$ cat src/rtl/mem_arbiter.sv
// -----------------------------------------------------------------------------
// mem_arbiter
//   Shared memory controller sitting below the CPU's two cache ports
//   (port 1 = icache, port 0 = dcache). Arbitrates between the ports and
//   serialises each 32-bit word access into four byte accesses on a
//   byte-wide synchronous RAM (read data valid the cycle after its address).
//
// Ports
//   clk            : clock, rising edge
//   rst            : synchronous reset, active-low
//   mem_rw_flag_i  : per port [2p+1:2p], bit0 = read req, bit1 = write req
//   mem_addr_i     : per port [32p+31:32p], word byte address
//   mem_w_data_i   : per port write data, byte k at bits [8k+7:8k]
//   mem_w_mask_i   : per port [4p+3:4p], write byte enables
//   mem_r_data_o   : per port read data register
//   mem_busy_o     : per port, request pending or in service
//   mem_done_o     : per port, one-cycle completion pulse
//   ram_addr_o     : RAM byte address
//   ram_we_o       : RAM write enable
//   ram_w_data_o   : RAM write byte
//   ram_r_data_i   : RAM read byte
// -----------------------------------------------------------------------------
module mem_arbiter #(
    parameter int ADDR_WIDTH = 17
) (
    input  logic                  clk,
    input  logic                  rst,
    input  logic [3:0]            mem_rw_flag_i,
    input  logic [63:0]           mem_addr_i,
    input  logic [63:0]           mem_w_data_i,
    input  logic [7:0]            mem_w_mask_i,
    output logic [63:0]           mem_r_data_o,
    output logic [1:0]            mem_busy_o,
    output logic [1:0]            mem_done_o,
    output logic [ADDR_WIDTH-1:0] ram_addr_o,
    output logic                  ram_we_o,
    output logic [7:0]            ram_w_data_o,
    input  logic [7:0]            ram_r_data_i
);

    typedef enum logic [1:0] {IDLE, READ, WRITE, DONE} state_t;

    state_t                state_q, state_d;
    logic                  owner_q, owner_d;
    logic                  last_q, last_d;
    logic [2:0]            cnt_q, cnt_d;
    logic [ADDR_WIDTH-1:0] addr_q, addr_d;
    logic [31:0]           wdata_q, wdata_d;
    logic [3:0]            mask_q, mask_d;
    logic [ADDR_WIDTH-1:0] ram_addr_q, ram_addr_d;
    logic                  ram_we_q, ram_we_d;
    logic [7:0]            ram_wdata_q, ram_wdata_d;
    logic [63:0]           rdata_q, rdata_d;
    logic [1:0]            done_prev_q;

    logic [1:0]  elig;
    logic        gnt;
    logic [1:0]  req_flag;
    logic [31:0] req_addr;
    logic [31:0] req_wdata;
    logic [3:0]  req_mask;
    logic [1:0]  nxt;
    logic [1:0]  rbyte;
    logic [5:0]  roff;
    logic [1:0]  done_vec;
    logic        active;
    logic        unused_addr_bits;

    // Upper request address bits are deliberately ignored.
    assign unused_addr_bits = ^{mem_addr_i[63:32+ADDR_WIDTH], mem_addr_i[31:ADDR_WIDTH]};

    // A port that completed last cycle sits out one arbitration round, which
    // both lets the requester drop its flag and makes held ties alternate.
    assign elig[0] = (|mem_rw_flag_i[1:0]) & ~done_prev_q[0];
    assign elig[1] = (|mem_rw_flag_i[3:2]) & ~done_prev_q[1];
    assign gnt     = (&elig) ? ~last_q : elig[1];

    assign req_flag  = gnt ? mem_rw_flag_i[3:2] : mem_rw_flag_i[1:0];
    assign req_addr  = gnt ? mem_addr_i[63:32]  : mem_addr_i[31:0];
    assign req_wdata = gnt ? mem_w_data_i[63:32] : mem_w_data_i[31:0];
    assign req_mask  = gnt ? mem_w_mask_i[7:4]  : mem_w_mask_i[3:0];

    // nxt is the byte index of the next address to drive; rbyte is the byte
    // whose RAM data arrives this cycle (cnt-1, with cnt=4 mapping to 3).
    assign nxt   = cnt_q[1:0] + 2'd1;
    assign rbyte = cnt_q[1:0] - 2'd1;
    assign roff  = {owner_q, rbyte, 3'b000};

    assign active   = (state_q == READ) || (state_q == WRITE);
    assign done_vec = (state_q == DONE) ? (owner_q ? 2'b10 : 2'b01) : 2'b00;

    always_comb begin
        state_d     = state_q;
        owner_d     = owner_q;
        last_d      = last_q;
        cnt_d       = cnt_q;
        addr_d      = addr_q;
        wdata_d     = wdata_q;
        mask_d      = mask_q;
        ram_addr_d  = ram_addr_q;
        ram_we_d    = ram_we_q;
        ram_wdata_d = ram_wdata_q;
        rdata_d     = rdata_q;
        unique case (state_q)
            IDLE: begin
                if (|elig) begin
                    owner_d    = gnt;
                    addr_d     = req_addr[ADDR_WIDTH-1:0];
                    wdata_d    = req_wdata;
                    mask_d     = req_mask;
                    cnt_d      = 3'd0;
                    ram_addr_d = req_addr[ADDR_WIDTH-1:0];
                    if (req_flag[1]) begin
                        state_d     = WRITE;
                        ram_we_d    = req_mask[0];
                        ram_wdata_d = req_wdata[7:0];
                    end else begin
                        state_d  = READ;
                        ram_we_d = 1'b0;
                    end
                end
            end
            READ: begin
                if (cnt_q != 3'd0) begin
                    rdata_d[roff +: 8] = ram_r_data_i;
                end
                if (cnt_q == 3'd4) begin
                    state_d = DONE;
                    cnt_d   = 3'd0;
                end else begin
                    cnt_d = cnt_q + 3'd1;
                    if (cnt_q < 3'd3) begin
                        ram_addr_d = addr_q + ADDR_WIDTH'(nxt);
                    end
                end
            end
            WRITE: begin
                if (cnt_q == 3'd3) begin
                    state_d  = DONE;
                    cnt_d    = 3'd0;
                    ram_we_d = 1'b0;
                end else begin
                    cnt_d       = cnt_q + 3'd1;
                    ram_addr_d  = addr_q + ADDR_WIDTH'(nxt);
                    ram_we_d    = mask_q[nxt];
                    ram_wdata_d = wdata_q[{nxt, 3'b000} +: 8];
                end
            end
            DONE: begin
                last_d  = owner_q;
                state_d = IDLE;
            end
            default: state_d = IDLE;
        endcase
    end

    always_ff @(posedge clk) begin
        if (!rst) begin
            state_q     <= IDLE;
            owner_q     <= 1'b0;
            last_q      <= 1'b1;
            cnt_q       <= 3'd0;
            addr_q      <= '0;
            wdata_q     <= '0;
            mask_q      <= '0;
            ram_addr_q  <= '0;
            ram_we_q    <= 1'b0;
            ram_wdata_q <= '0;
            rdata_q     <= '0;
            done_prev_q <= 2'b00;
        end else begin
            state_q     <= state_d;
            owner_q     <= owner_d;
            last_q      <= last_d;
            cnt_q       <= cnt_d;
            addr_q      <= addr_d;
            wdata_q     <= wdata_d;
            mask_q      <= mask_d;
            ram_addr_q  <= ram_addr_d;
            ram_we_q    <= ram_we_d;
            ram_wdata_q <= ram_wdata_d;
            rdata_q     <= rdata_d;
            done_prev_q <= done_vec;
        end
    end

    // A waiting port reports busy while the other port holds the RAM,
    // including during the other port's DONE cycle.
    assign mem_busy_o[0] = rst & ((active & ~owner_q) |
                                  ((|mem_rw_flag_i[1:0]) & (state_q != IDLE) & owner_q));
    assign mem_busy_o[1] = rst & ((active & owner_q) |
                                  ((|mem_rw_flag_i[3:2]) & (state_q != IDLE) & ~owner_q));

    assign mem_done_o   = done_vec;
    assign mem_r_data_o = rdata_q;
    assign ram_addr_o   = ram_addr_q;
    assign ram_we_o     = ram_we_q;
    assign ram_w_data_o = ram_wdata_q;

endmodule

$ cat config.mk
export PLATFORM = sky130hd
export DESIGN_NAME = mem_arbiter
export DESIGN_NICKNAME = d
export VERILOG_FILES = /design/src/rtl/mem_arbiter.sv
export SDC_FILE = /design/constraint.sdc
export NUM_CORES = 1
export LEC_CHECK = 0
export BUFFER_PORTS_ARGS = -buffer_cell sky130_fd_sc_hd__buf_4
export CAP_MARGIN = 20
export CORE_MARGIN = 2
export CORE_UTILIZATION = 25
export CTS_CLUSTER_DIAMETER = 60
export DETAILED_ROUTE_END_ITERATION = 10
export MAX_ROUTING_LAYER = met4
export PLACE_DENSITY = 0.51
export RECOVER_POWER = 100
export SLEW_MARGIN = 20
export SYNTH_ARGS = -nofsm -noshare
export SYNTH_HDL_FRONTEND = slang
export SYNTH_SLANG_ARGS = --single-unit
$ cat constraint.sdc
create_clock -name clk -period 3.29 [get_ports clk]
set_input_delay 0.329 -clock clk [delete_from_list [all_inputs] [get_ports clk]]
set_output_delay 0.329 -clock clk [all_outputs]
set_load 0.005 [all_outputs]
# Word level (Yosys, flattened, before mapping)
# Index checks and enable logic that the tools add are counted.
# word_totals
ff_bits,152
out_inout_bits,94
wordCells,99
# classes
n_addsub,5
magnitude_cmp,2
eq_ne,12
shifts,3
n_mux,32
n_bitwise,16
reduce_logical,17
# ops
operator,n
$mux W17,5
$bwmux W64,1
$shift A8 B8 Y64 const A,1
$shiftx A8 B8 Y64,1
$pmux W17 S3,1
$mux W32,1
$shiftx A32 B6 Y8,1
$mux W8,3
$add A17 B2 Y17,1
$pmux W8 S2,1
$mux W2,7
$and A1 B1 Y1,10
$reduce_and A2 Y1,5
$mux W3,3
$pmux W3 S3,1
$ne A2 B2 Y1 const B,4
$neg A6 Y8,1
$pmux W2 S4,1
$ne A2 B1 Y1 const B,3
$reduce_bool A3 Y1,2
$reduce_or A2 Y1,3
$mux W1,5
$reduce_and A5 Y1,1
$eq A2 B2 Y1 const B,2
18 further kinds,23

# Depth between registers and ports, before layout
# depth
word_depth,8
depth_mapped,10
mapped_depth_nobuf,8

# Worst setup path after synthesis
# Ideal clock, no wire load.
# synth_path
path_kind,register to register
from,register cnt_q[0]
to,"register ram_addr_q[9], in the netlist ram_addr_o[9]"
t_arrival_ns,2.246
required_ns,3.218
setup_slack_ns,0.972
path_stages_with_launch,10
n_path_buf,1
path_cell_list,dfxtp_1 buf_2 inv_1 ha_1 ha_1 a21oi_1 nor4_1 mux2i_1 a211o_1 a21oi_1
# synth_via
elab_chain_len,5
word_cells_on_any_way,13
# synth_lines
item,line,text
"start, declared",46,"logic [2:0] cnt_q, cnt_d;"
"start signal, assigned",175,cnt_q <= cnt_d;
$add A2 B1 Y2,85,assign nxt = cnt_q[1:0] + 2'd1;
$add A17 B2 Y17,"133, 144",
$mux W17,132,if (cnt_q < 3'd3) begin
$mux W17,127,if (cnt_q == 3'd4) begin
$pmux W17 S3,104,unique case (state_q)
"end signal, assigned",179,ram_addr_q <= ram_addr_d;
"end, declared",50,"logic [ADDR_WIDTH-1:0] ram_addr_q, ram_addr_d;"
# Several ways; a longest one is shown, not always the timed one. The select of a mux whose other input is x is not followed.
# A chain may end at the register's enable or synchronous reset.

# Worst setup path in the final report
# layout_path
from,register cnt_q[0]
to,"register rdata_q[5], in the netlist mem_r_data_o[5]"
# layout_via
elab_chain_len,4
word_cells_on_any_way,7
# layout_lines
item,line,text
$sub A2 B1 Y2,86,assign rbyte = cnt_q[1:0] - 2'd1;
$neg A6 Y8,125,rdata_d[roff +: 8] = ram_r_data_i;
$shiftx A8 B8 Y64 or $shift A8 B8 Y64 (tied branches),125,
$bwmux W64,125,
"end signal, assigned",182,rdata_q <= rdata_d;
"end, declared",53,"logic [63:0] rdata_q, rdata_d;"
# Several ways; a longest one is shown, not always the timed one.

==> results.tsv <==
metric	value	unit
outcome	finished clean	
post-synthesis instance area	7350	µm²
clock slew at the register clock pins of the worst setup and hold paths	60	ps
standard-cell row count	62	
power share of the combinational group	38.2	%
sequential cell area fraction in the yosys report	41.4	%
sink count of the clock tree	152	
post-synthesis net count	1005	
kind of cell adding the most delay to the critical path	simple AND/OR/NAND/NOR gates	
maximum number of pins on one net before global-route repair	83	
Final Util	33.5	%
starting utilization of the core area	25.5	%
die width	175	µm
# port buffers	213	
worst clock skew	12.3	ps
min cycle time layout	2910	ps
Seq pwr share	33.8	%
cell breakdown of the critical path	inv_1, ha_1, buf_4, nand3b_1, nor3_1, nand2_1, mux2i_1, nor2_1	
Routed wire per std cell	15.9	µm
H-tree level count	4	
die height	175	µm
power density of the placed cells	784	nW/µm²
Syn Inst Count	838	
number of CTS-inserted buffers	17	
transition time at the pin with the least slew margin	946	ps
multi-input combinational cell area	3860	µm²
Buffers & Inverters on Critical Path	2	
Max Fclk	0.344	GHz
routed via count	6534	
post-route DRC violation count	0	
internal power of the cells	4770	µW
top cell types by occurrence after synthesis	dfxtp_1 (152), nand2_1 (101), nor2_1 (82)	
number of top-level pins	244	
share of the synthesized area in the top cell type	41.4	%
Post-Route Hold Slack	222	ps
library cells used by synthesis	57	
CORE AREA	28900	µm²
syn_area_per_cell	8.77	µm²
number of hold buffers added after CTS	0	
number of search-and-repair iterations in the first detailed-routing pass	4	
Switching Share	37.1	%
primary flip-flop cell chosen by synthesis mapping	dfxtp_1	
Via density	4.63	
fillcell total	3130	
die area	30800	µm²
final-layout setup total negative slack	0	ps
flop2flop setup slack	380	ps
least setup slack across all paths after layout	385	ps
area added between synthesis and finish	31.4	%
kind of critical path	flip-flop to flip-flop	
period utilisation layout	88.3	%
data required time at the worst endpoint	3590	ps
post-synthesis sequential element count	152	
CP max stage cell	dfxtp_1	
ratio of cells with drive above 1 in the final layout	24.1	%
count of antenna diodes in the layout	0	
HPWL after detailed placement	16000	µm
initial antenna violation count	0	
dominant cell by count in the synthesized netlist	dfxtp_1	
Rel. slew slack	36.7	%
worst slack at placement	360	ps
aggregate global-route resource usage	15.1	%
Final Setup Violations	0	
cell types occupying the most area after synthesis	dfxtp_1 (41%), mux2i_1 (9.3%), a211oi_1 (5.5%), a21oi_1 (5.2%), nand2_1 (5.2%)	
biggest fanout along the worst timing path	18	
Setup Fix Bufs, Post-CTS	0	
Longest Clk Path Bufs	2	
post-cts sizing count	0	
type of destination of the critical path	flip-flop	
maximum cell stage delay along the critical path	500	ps
Clk Latency, worst-skew pair	430	ps
nets@finish	1182	
final hold vios	0	
root cell of the clock tree	clkbuf_16	
GRT Residual Overflow	0	
# Max-Cap Violations	0	
asr flop ratio synth	0	%
worst vdd rail ir drop	418	µV
number of global-route vias before repair	6356	
count of flip-flops with a built-in enable after synthesis	0	
global-route wire length before repair	35600	µm
Max Slew Vio Count	0	
cell taking the most area after synthesis	dfxtp_1	
setup repair after global routing missed its margin	false	
FF+latch area	3040	µm²
net switching power	2810	µW
GP Congestion	0.797	
Routed Antenna Nets	0	
Leak	0.00376	µW
min-delay worst type	input port to flip-flop	
type of origin of the critical path	flip-flop	
data arrival time at the worst-slack endpoint	3210	ps
aggregate routed wire length	22500	µm
synthesis warning total	0	
drt initial violations	391	
clock share of power	28.0	%
CTS tree	yes	
## final cells by class
cell class	count	share of cell area, %
Multi-Input combinational cell	605	40.0
Inverter	15	0.609
Tap cell	384	4.98
Timing Repair Buffer	224	16.4
Sequential cell	152	31.5
Clock buffer	19	4.48
Clock inverter	13	2.01
## path summary, 6_finish.rpt
kind | startpoint | to | depth (start not counted)
worst min-delay path | ram_r_data_i[0] | mem_r_data_o[32] | 3
worst max-delay path | cnt_q[0] | mem_r_data_o[5] | 8
worst min register to register | mem_r_data_o[35] | mem_r_data_o[35] | 2
worst max register to register | cnt_q[0] | mem_r_data_o[5] | 8
## cell usage in the layout, fill, tap and decap left out, drive strengths merged, types with 3 or more instances in the layout
cell type / instances
dfxtp: 152
buf: 129
clkbuf: 114
nand2: 101
nor2: 82
a21oi: 79
mux2i: 68
nand3: 67
a211oi: 55
o21ai: 21
inv: 18
ha: 16
o21a: 11
mux4: 9
nand4: 9
and2: 9
nor3: 8
nor2b: 6
and3: 6
nand2b: 6
nor4: 6
a211o: 6
xor2: 5
o211ai: 4
bufinv: 4
or3: 3
xnor2: 3
a31o: 3
clkinvlp: 3
nor3b: 3
a31oi: 3
clkinv: 3
## power by group through the flow
stage                     Sequential, µW  Combinational (µW)  Clock (µW)
after global placement              2590                3030           0
final                               2560                2890        2120
after global routing                2620                3280        2240
after detailed placement            2600                3050           0
after CTS                           2570                3060        2170
after floorplan                     2540                2140           0
## registers in the layout (all words and copies together), names as in the netlist, 2 cells and up
name / count
wdata_q: 32
addr_q: 17
cnt_q: 3
state_q: 2
done_prev_q: 2
mem_r_data_o: 64
ram_w_data_o: 8
mask_q: 4
ram_addr_o: 17
## metal layers
metal | track usage (%) | routed length, µm | vias up
met5 | - | 0 | -
met4 | 3.82 | 181 | 0
met3 | 3.01 | 1190 | 13
met2 | 23.0 | 10100 | 189
met1 | 20.6 | 11000 | 3006
li1 | - | - | 3326
## cell families (layout without fill, tap and decap cells)
kind of cell / Yosys count / after routing / synth area share (%)
xor gates and xnor gates: 8 / 8 / 0.954
and+or+nand+nor: 309 / 309 / 19.6
adders and majority gates: 17 / 17 / 3.00
DFF: 152 / 152 / 41.4
buffers and inverters: 81 / 271 / 5.57
AOI/OAI and AO/OA: 192 / 192 / 17.1
muxes: 79 / 79 / 12.3
## worst reg2reg max path, cell delays in order (launching register included)
cell and delay, ps:
dfxtp_1 500, inv_1 240, ha_1 420, buf_4 330, nand3b_1 350, nor3_1 280
nand2_1 350, mux2i_1 270, nor2_1 50
## per-stage QoR
step	cells	area (µm²)	power (µW)
after floorplan	838	7350	4680
final	1412	9660	7570
after global placement	1380	9200	5630
after CTS	1412	9830	7790
after global routing	1412	9660	8140
after detailed placement	1380	9200	5650
No activity file was read; power rests on OpenSTA's default activity.
